[src/rtl/io_pmp_check_arbiter_if.sv]
// Address-check bundle between the AXI AW/AR slave channels, the shared pmp checker and the decision consumers.
// Deny-counter signals exist only when IO_PMP_CHECK_ARB_STATS_EN is defined.
interface io_pmp_check_arbiter_if #(
  parameter int unsigned PLEN       = 56,
  parameter int unsigned ID_WIDTH   = 8,
  parameter int unsigned STAT_WIDTH = 32
);
  logic                  cfg_busy_i;

  logic                  aw_valid_i;
  logic                  aw_ready_o;
  logic [PLEN-1:0]       aw_addr_i;
  logic [ID_WIDTH-1:0]   aw_id_i;

  logic                  ar_valid_i;
  logic                  ar_ready_o;
  logic [PLEN-1:0]       ar_addr_i;
  logic [ID_WIDTH-1:0]   ar_id_i;

  logic [PLEN-1:0]       pmp_addr_o;
  logic [2:0]            pmp_access_type_o;
  logic                  pmp_allow_i;

  logic                  aw_dec_valid_o;
  logic                  aw_dec_ready_i;
  logic                  aw_dec_allow_o;
  logic [ID_WIDTH-1:0]   aw_dec_id_o;

  logic                  ar_dec_valid_o;
  logic                  ar_dec_ready_i;
  logic                  ar_dec_allow_o;
  logic [ID_WIDTH-1:0]   ar_dec_id_o;

`ifdef IO_PMP_CHECK_ARB_STATS_EN
  logic [STAT_WIDTH-1:0] aw_deny_cnt_o;
  logic [STAT_WIDTH-1:0] ar_deny_cnt_o;
`endif

  // Arbiter side.
  modport slave (
    input  cfg_busy_i,
    input  aw_valid_i, aw_addr_i, aw_id_i,
    output aw_ready_o,
    input  ar_valid_i, ar_addr_i, ar_id_i,
    output ar_ready_o,
    output pmp_addr_o, pmp_access_type_o,
    input  pmp_allow_i,
    output aw_dec_valid_o, aw_dec_allow_o, aw_dec_id_o,
    input  aw_dec_ready_i,
    output ar_dec_valid_o, ar_dec_allow_o, ar_dec_id_o,
    input  ar_dec_ready_i
`ifdef IO_PMP_CHECK_ARB_STATS_EN
    ,
    output aw_deny_cnt_o, ar_deny_cnt_o
`endif
  );

  // Requester / pmp / decision-consumer side.
  modport master (
    output cfg_busy_i,
    output aw_valid_i, aw_addr_i, aw_id_i,
    input  aw_ready_o,
    output ar_valid_i, ar_addr_i, ar_id_i,
    input  ar_ready_o,
    input  pmp_addr_o, pmp_access_type_o,
    output pmp_allow_i,
    input  aw_dec_valid_o, aw_dec_allow_o, aw_dec_id_o,
    output aw_dec_ready_i,
    input  ar_dec_valid_o, ar_dec_allow_o, ar_dec_id_o,
    output ar_dec_ready_i
`ifdef IO_PMP_CHECK_ARB_STATS_EN
    ,
    input  aw_deny_cnt_o, ar_deny_cnt_o
`endif
  );
endinterface

[src/rtl/io_pmp_check_arbiter.sv]
// Round-robin sharing of one pmp checker between AXI AW and AR address streams; one-entry decision slot per channel.
// Optional saturating deny counters under IO_PMP_CHECK_ARB_STATS_EN.
module io_pmp_check_arbiter #(
  parameter int unsigned PLEN       = 56,
  parameter int unsigned ID_WIDTH   = 8,
  parameter int unsigned STAT_WIDTH = 32
) (
  input  logic                   clk_i,
  input  logic                   rst_ni,
  io_pmp_check_arbiter_if.slave  bus
);
  typedef enum logic {IDLE, LOOKUP} state_e;
  typedef enum logic {CH_AW, CH_AR} chan_e;

  localparam logic [2:0] ACC_NONE  = 3'b000;
  localparam logic [2:0] ACC_READ  = 3'b001;
  localparam logic [2:0] ACC_WRITE = 3'b010;

  state_e              state_q, state_d;
  chan_e               last_grant_q;
  chan_e               cur_chan_q;
  logic [PLEN-1:0]     addr_q;
  logic [ID_WIDTH-1:0] id_q;

  logic                aw_slot_valid_q, aw_slot_allow_q;
  logic [ID_WIDTH-1:0] aw_slot_id_q;
  logic                ar_slot_valid_q, ar_slot_allow_q;
  logic [ID_WIDTH-1:0] ar_slot_id_q;

  logic aw_elig, ar_elig;
  logic aw_grant, ar_grant;
  logic lookup_done;

  // Reset gates eligibility so readies drop the moment rst_ni falls.
  assign aw_elig = rst_ni & bus.aw_valid_i & ~aw_slot_valid_q & ~bus.cfg_busy_i;
  assign ar_elig = rst_ni & bus.ar_valid_i & ~ar_slot_valid_q & ~bus.cfg_busy_i;

  always_comb begin
    state_d  = state_q;
    aw_grant = 1'b0;
    ar_grant = 1'b0;
    unique case (state_q)
      IDLE: begin
        if (aw_elig && ar_elig) begin
          aw_grant = (last_grant_q == CH_AR);
          ar_grant = (last_grant_q == CH_AW);
        end else begin
          aw_grant = aw_elig;
          ar_grant = ar_elig;
        end
        if (aw_grant || ar_grant) state_d = LOOKUP;
      end
      LOOKUP: state_d = IDLE;
      default: state_d = IDLE;
    endcase
  end

  assign lookup_done = (state_q == LOOKUP);

  always_ff @(posedge clk_i or negedge rst_ni) begin
    if (!rst_ni) state_q <= IDLE;
    else         state_q <= state_d;
  end

  always_ff @(posedge clk_i or negedge rst_ni) begin
    if (!rst_ni) begin
      last_grant_q <= CH_AR;
      cur_chan_q   <= CH_AW;
      addr_q       <= '0;
      id_q         <= '0;
    end else if (aw_grant) begin
      last_grant_q <= CH_AW;
      cur_chan_q   <= CH_AW;
      addr_q       <= bus.aw_addr_i;
      id_q         <= bus.aw_id_i;
    end else if (ar_grant) begin
      last_grant_q <= CH_AR;
      cur_chan_q   <= CH_AR;
      addr_q       <= bus.ar_addr_i;
      id_q         <= bus.ar_id_i;
    end
  end

  // A channel is only granted with its slot empty, so fill and drain never coincide.
  always_ff @(posedge clk_i or negedge rst_ni) begin
    if (!rst_ni) begin
      aw_slot_valid_q <= 1'b0;
      aw_slot_allow_q <= 1'b0;
      aw_slot_id_q    <= '0;
    end else if (lookup_done && cur_chan_q == CH_AW) begin
      aw_slot_valid_q <= 1'b1;
      aw_slot_allow_q <= bus.pmp_allow_i;
      aw_slot_id_q    <= id_q;
    end else if (aw_slot_valid_q && bus.aw_dec_ready_i) begin
      aw_slot_valid_q <= 1'b0;
    end
  end

  always_ff @(posedge clk_i or negedge rst_ni) begin
    if (!rst_ni) begin
      ar_slot_valid_q <= 1'b0;
      ar_slot_allow_q <= 1'b0;
      ar_slot_id_q    <= '0;
    end else if (lookup_done && cur_chan_q == CH_AR) begin
      ar_slot_valid_q <= 1'b1;
      ar_slot_allow_q <= bus.pmp_allow_i;
      ar_slot_id_q    <= id_q;
    end else if (ar_slot_valid_q && bus.ar_dec_ready_i) begin
      ar_slot_valid_q <= 1'b0;
    end
  end

  assign bus.aw_ready_o        = aw_grant;
  assign bus.ar_ready_o        = ar_grant;
  assign bus.pmp_addr_o        = addr_q;
  assign bus.pmp_access_type_o = !lookup_done          ? ACC_NONE :
                                 (cur_chan_q == CH_AW) ? ACC_WRITE : ACC_READ;

  assign bus.aw_dec_valid_o = aw_slot_valid_q;
  assign bus.aw_dec_allow_o = aw_slot_allow_q;
  assign bus.aw_dec_id_o    = aw_slot_id_q;
  assign bus.ar_dec_valid_o = ar_slot_valid_q;
  assign bus.ar_dec_allow_o = ar_slot_allow_q;
  assign bus.ar_dec_id_o    = ar_slot_id_q;

`ifdef IO_PMP_CHECK_ARB_STATS_EN
  logic [STAT_WIDTH-1:0] aw_deny_cnt_q, ar_deny_cnt_q;

  always_ff @(posedge clk_i or negedge rst_ni) begin
    if (!rst_ni) begin
      aw_deny_cnt_q <= '0;
      ar_deny_cnt_q <= '0;
    end else if (lookup_done && !bus.pmp_allow_i) begin
      if (cur_chan_q == CH_AW && aw_deny_cnt_q != '1) aw_deny_cnt_q <= aw_deny_cnt_q + 1'b1;
      if (cur_chan_q == CH_AR && ar_deny_cnt_q != '1) ar_deny_cnt_q <= ar_deny_cnt_q + 1'b1;
    end
  end

  assign bus.aw_deny_cnt_o = aw_deny_cnt_q;
  assign bus.ar_deny_cnt_o = ar_deny_cnt_q;
`endif
endmodule

[src/flat_wrapper.sv]
// flat-port wrapper written by rule: the top's interface ports become plain ports
module io_pmp_check_arbiter_flat 
#(
  parameter int unsigned PLEN       = 56,
  parameter int unsigned ID_WIDTH   = 8,
  parameter int unsigned STAT_WIDTH = 32
)
  (clk_i, rst_ni, bus_cfg_busy_i, bus_aw_valid_i, bus_aw_addr_i, bus_aw_id_i, bus_aw_ready_o, bus_ar_valid_i, bus_ar_addr_i, bus_ar_id_i, bus_ar_ready_o, bus_pmp_addr_o, bus_pmp_access_type_o, bus_pmp_allow_i, bus_aw_dec_valid_o, bus_aw_dec_allow_o, bus_aw_dec_id_o, bus_aw_dec_ready_i, bus_ar_dec_valid_o, bus_ar_dec_allow_o, bus_ar_dec_id_o, bus_ar_dec_ready_i);
  io_pmp_check_arbiter_if #(.PLEN(PLEN), .ID_WIDTH(ID_WIDTH), .STAT_WIDTH(STAT_WIDTH)) bus_i ();
  input  logic clk_i;
  input  logic rst_ni;
  input wire logic [$bits(bus_i.cfg_busy_i)-1:0] bus_cfg_busy_i;
  input wire logic [$bits(bus_i.aw_valid_i)-1:0] bus_aw_valid_i;
  input wire logic [$bits(bus_i.aw_addr_i)-1:0] bus_aw_addr_i;
  input wire logic [$bits(bus_i.aw_id_i)-1:0] bus_aw_id_i;
  output wire logic [$bits(bus_i.aw_ready_o)-1:0] bus_aw_ready_o;
  input wire logic [$bits(bus_i.ar_valid_i)-1:0] bus_ar_valid_i;
  input wire logic [$bits(bus_i.ar_addr_i)-1:0] bus_ar_addr_i;
  input wire logic [$bits(bus_i.ar_id_i)-1:0] bus_ar_id_i;
  output wire logic [$bits(bus_i.ar_ready_o)-1:0] bus_ar_ready_o;
  output wire logic [$bits(bus_i.pmp_addr_o)-1:0] bus_pmp_addr_o;
  output wire logic [$bits(bus_i.pmp_access_type_o)-1:0] bus_pmp_access_type_o;
  input wire logic [$bits(bus_i.pmp_allow_i)-1:0] bus_pmp_allow_i;
  output wire logic [$bits(bus_i.aw_dec_valid_o)-1:0] bus_aw_dec_valid_o;
  output wire logic [$bits(bus_i.aw_dec_allow_o)-1:0] bus_aw_dec_allow_o;
  output wire logic [$bits(bus_i.aw_dec_id_o)-1:0] bus_aw_dec_id_o;
  input wire logic [$bits(bus_i.aw_dec_ready_i)-1:0] bus_aw_dec_ready_i;
  output wire logic [$bits(bus_i.ar_dec_valid_o)-1:0] bus_ar_dec_valid_o;
  output wire logic [$bits(bus_i.ar_dec_allow_o)-1:0] bus_ar_dec_allow_o;
  output wire logic [$bits(bus_i.ar_dec_id_o)-1:0] bus_ar_dec_id_o;
  input wire logic [$bits(bus_i.ar_dec_ready_i)-1:0] bus_ar_dec_ready_i;
  assign bus_i.cfg_busy_i = bus_cfg_busy_i;
  assign bus_i.aw_valid_i = bus_aw_valid_i;
  assign bus_i.aw_addr_i = bus_aw_addr_i;
  assign bus_i.aw_id_i = bus_aw_id_i;
  assign bus_aw_ready_o = bus_i.aw_ready_o;
  assign bus_i.ar_valid_i = bus_ar_valid_i;
  assign bus_i.ar_addr_i = bus_ar_addr_i;
  assign bus_i.ar_id_i = bus_ar_id_i;
  assign bus_ar_ready_o = bus_i.ar_ready_o;
  assign bus_pmp_addr_o = bus_i.pmp_addr_o;
  assign bus_pmp_access_type_o = bus_i.pmp_access_type_o;
  assign bus_i.pmp_allow_i = bus_pmp_allow_i;
  assign bus_aw_dec_valid_o = bus_i.aw_dec_valid_o;
  assign bus_aw_dec_allow_o = bus_i.aw_dec_allow_o;
  assign bus_aw_dec_id_o = bus_i.aw_dec_id_o;
  assign bus_i.aw_dec_ready_i = bus_aw_dec_ready_i;
  assign bus_ar_dec_valid_o = bus_i.ar_dec_valid_o;
  assign bus_ar_dec_allow_o = bus_i.ar_dec_allow_o;
  assign bus_ar_dec_id_o = bus_i.ar_dec_id_o;
  assign bus_i.ar_dec_ready_i = bus_ar_dec_ready_i;
  io_pmp_check_arbiter #(.PLEN(PLEN), .ID_WIDTH(ID_WIDTH), .STAT_WIDTH(STAT_WIDTH)) u_core (.clk_i(clk_i), .rst_ni(rst_ni), .bus(bus_i));
endmodule
[config.mk]
export PLATFORM = sky130hd
export DESIGN_NAME = io_pmp_check_arbiter_flat
export DESIGN_NICKNAME = d
export VERILOG_FILES = /design/src/rtl/io_pmp_check_arbiter_if.sv /design/src/rtl/io_pmp_check_arbiter.sv /design/src/flat_wrapper.sv
export SDC_FILE = /design/constraint.sdc
export NUM_CORES = 1
export LEC_CHECK = 0
export BUFFER_PORTS_ARGS = -buffer_cell sky130_fd_sc_hd__buf_2
export CAP_MARGIN = 15
export CORE_ASPECT_RATIO = 2
export CORE_MARGIN = 2
export CORE_UTILIZATION = 35
export DETAILED_ROUTE_END_ITERATION = 16
export PLACE_DENSITY = 0.62
export SLEW_MARGIN = 20
export SYNTH_ARGS = -nofsm -noshare
export SYNTH_HDL_FRONTEND = slang
export SYNTH_SLANG_ARGS = --single-unit
[constraint.sdc]
create_clock -name clk_i -period 2.2 [get_ports clk_i]
set_clock_uncertainty 0.05 [all_clocks]
set_input_delay 0.44 -clock clk_i [delete_from_list [all_inputs] [get_ports clk_i]]
set_output_delay 0.44 -clock clk_i [all_outputs]
set_load 0.05 [all_outputs]
==> impl_metrics.toml <==
[synthesis]
netlist.top_cell.by_area = "dfrtp_1"
synth_seq_cells = 87
synthArstFlopShare = 1.00
yosysWarnings = 0
syn-num-nets = 598
synth_top_area_frac = 0.464
synthMostInstantiatedCell = "dfrtp_1"
synth_area_sq_um = 4640
synth_common_cells = "dfrtp_1 (86), inv_1 (69), o2111ai_1 (64), nand4_1 (63), o211ai_1 (44)"
synth_edf_count = 0
synth_top_flop_cell = "dfrtp_1"
synthCells = 462
syn_avg_cell_area_sq_um = 10.0
yosys-top-cells-area = "dfrtp_1 (46%), o2111ai_1 (12%), nand4_1 (8.5%)"
ys_types = 30
yosysSeqAreaShare = 0.469

[clock_tree]
cts_tree = "done"
root_buffer = "clkbuf_16"
clockBufferDepth = 2
numCtsBuffers = 9
holdBufCountCts = 0
h-tree-depth = 3
clkTransAtPathRegs_ns = 0.07
clkLatencyLatePin_ns = 0.34
cts_num_sinks = 87

[worst_setup_path]
critPathKind = "reg2out"
cp.required_ns = 1.71
endpoint_kind = "primary output"
path_max_fanout = 4
cp.arrival_ns = 1.63
path_cells = "or3b_2 > and3_4 > buf_4"
cp_slowest_cell = "or3b_2"
critPathTopFamily = "simple AND/OR/NAND/NOR gates"
crit_buf_inv = 1
critPathMaxStageDelay_ns = 0.49
critPathLaunchType = "flip-flop"

[drt]
routed_wl_microns = 15300
viasPerCell = 5.78
drc = 0
routedWlPerCell_microns = 19.0
ant_nets = 0
drt_iter0_markers = 350
num_vias = 4638
dr.pass1.iters = 5

[die]
dieHeight_microns = 167
die-area_sq_um = 14300
io_pins = 217
core_area_sq_um = 13000
initial_core_util = 0.357
num_rows = 59
die_width_microns = 85.4

[power_and_ir_drop]
switching_share = 0.489
p_per_area_nw_per_um2 = 1310
p_sw_mw = 3.89
intPower_mw = 4.06
vdd_drop_max_uv = 1080
p_seq_frac = 0.309
p_clk_frac = 0.212
comb_power_share = 0.479
p_leak_nw = 2.90

[timing]
fin_setup_tns_ns = 0
relSlewSlack = 0.526
hold_viol_final = 0
fin_crit_ns = 2.12
rsz0062_at_grt = "no"
max_freq_mhz = 471
timing.final.crit_share = 0.966
tightest_slew_ns = 0.711
setup_viol = 0
drv_slew = 0

[placed_design]
io_buffers = 215
hpwl_microns = 10500
place_congestion = 0.834

[global_routing]
grt_pass1_wl_microns = 24200
globalRoute.busiestLayer = "met2"
met2_usage = 0.360
grt_use_met3 = 0.0396
grt_pass1_vias = 4709
gr-total-overflow = 0
use_met1 = 0.252
antenna_found_initial = 0
grt_max_degree = 76
grt_use_total = 0.212

[layout]
syn_to_final_growth_pct = 31.2
nets = 781
diodes = 0
fillCellCount = 1246
final_layout_size_suffix_gt1_frac = 0.437
fin_util = 0.469

[run_status]
status = "complete, no violations"

[flow_run]
maxCapViolations = 0

[worst_hold_path]
min_path_type = "in2async"
==> layout make-up <==
type                       instances  area, sq um  share of cell area
tap                              152          190              0.0312
clock inverter                     7          103              0.0169
timing repair buffer             234         1280               0.210
inverter                          69          259              0.0425
sequential                        87         2180               0.358
multi-input combinational        244         1860               0.305
clock buffer                       9          225              0.0370
==> worst register-to-register path: stages (launching register included) <==
cell and delay [ns]:
dfrtp_2 0.42, or3b_2 0.49, buf_4 0.36, nand4_1 0.25, o211ai_2 0.10
==> cell usage in the layout (no fill, tap or decap), types with 2 or more instances in the layout <==
master	netlist	layout
buf_12	0	4
buf_2	23	212
buf_4	3	18
bufinv_16	0	2
clkbuf_16	0	9
clkinv_4	0	2
dfrtp_1	86	85
inv_1	69	68
inv_6	0	2
mux2_2	2	2
nand2_1	17	17
nand4_1	63	63
nor2b_4	0	2
o2111ai_1	64	64
o211ai_1	44	44
o211ai_2	20	20
o21ai_0	18	18
==> metrics by stage <==
stage	total power [mW]	instances	hold WS [ns]	area, sq um	setup slack [ns]
floorplan	5.29	462	0.0944	4640	0.0284
global placement	6.25	785	0.410	5750	0.323
detailed placement	6.30	785	0.422	5750	0.323
CTS	8.02	801	0.125	6080	0.00452
global route	8.34	802	0.135	6090	0.0213
finish	7.95	802	0.107	6090	0.0750
==> metal layers <==
| metal | up-vias | wire length [microns] |
|---|---|---|
| met5 | - | 0 |
| met4 | 0 | 547 |
| met3 | 42 | 896 |
| met2 | 217 | 8140 |
| met1 | 2250 | 5690 |
| li1 | 2129 | - |
==> power groups by stage <==
stage	clock, mW	sequential [mW]	combinational (mW)
2_1_floorplan	0	4.16	1.13
6_report	1.68	2.46	3.81
5_1_grt	1.80	2.51	4.03
3_3_place_gp	0	2.46	3.79
3_5_place_dp	0	2.49	3.82
4_1_cts	1.73	2.46	3.83
==> final timing paths <==
| path | startpoint | end | slack [ns] | cells past startpoint |
|---|---|---|---|---|
| max | u_core.bus.ar_dec_valid_o | bus_aw_ready_o | 0.08 | 3 |
| min | rst_ni | u_core.bus.pmp_addr_o[53] | 0.11 | 2 |
| max reg2reg | u_core.bus.ar_dec_valid_o | u_core.bus.pmp_addr_o[28] | 0.40 | 4 |
| min reg2reg | u_core.bus.ar_dec_id_o[4] | u_core.bus.ar_dec_id_o[4] | 0.43 | 2 |
| max in group asynchronous | rst_ni | u_core.bus.ar_dec_valid_o | 0.88 | 3 |
| min in group clk_i | bus_ar_dec_ready_i | u_core.bus.ar_dec_valid_o | 0.22 | 2 |
==> flip-flops by register name (all words and copies together) (netlist names) <==
signal and flops:
u_core.bus.ar_dec_valid_o 1, u_core.last_grant_q 1, u_core.bus.aw_dec_allow_o 1, u_core.bus.ar_dec_id_o 8
u_core.bus.aw_dec_id_o 8, u_core.lookup_done 1, u_core.cur_chan_q 1, u_core.bus.ar_dec_allow_o 1
u_core.bus.aw_dec_valid_o 1, u_core.bus.pmp_addr_o 56, u_core.id_q 8
==> cell families (layout without fill, tap and decap cells) <==
family                 after synthesis  in the layout  synth area share
AO/OA/AOI/OAI                      150            150             0.271
buffers and inverters              131            319             0.136
flip-flops                          87             87             0.469
multiplexers                         2              2           0.00485
other                                1              1          0.000808
AND/OR/NAND/NOR                     91             91             0.118
==> what timing repair did <==
action | 4_1_cts | 5_1_grt
setup endpoints to repair | 0 | 1
buffers inserted | 0 | 1
hold endpoints to repair | 0 | 0
resized for setup | 0 | 3
No activity file was read; power rests on OpenSTA's default activity.
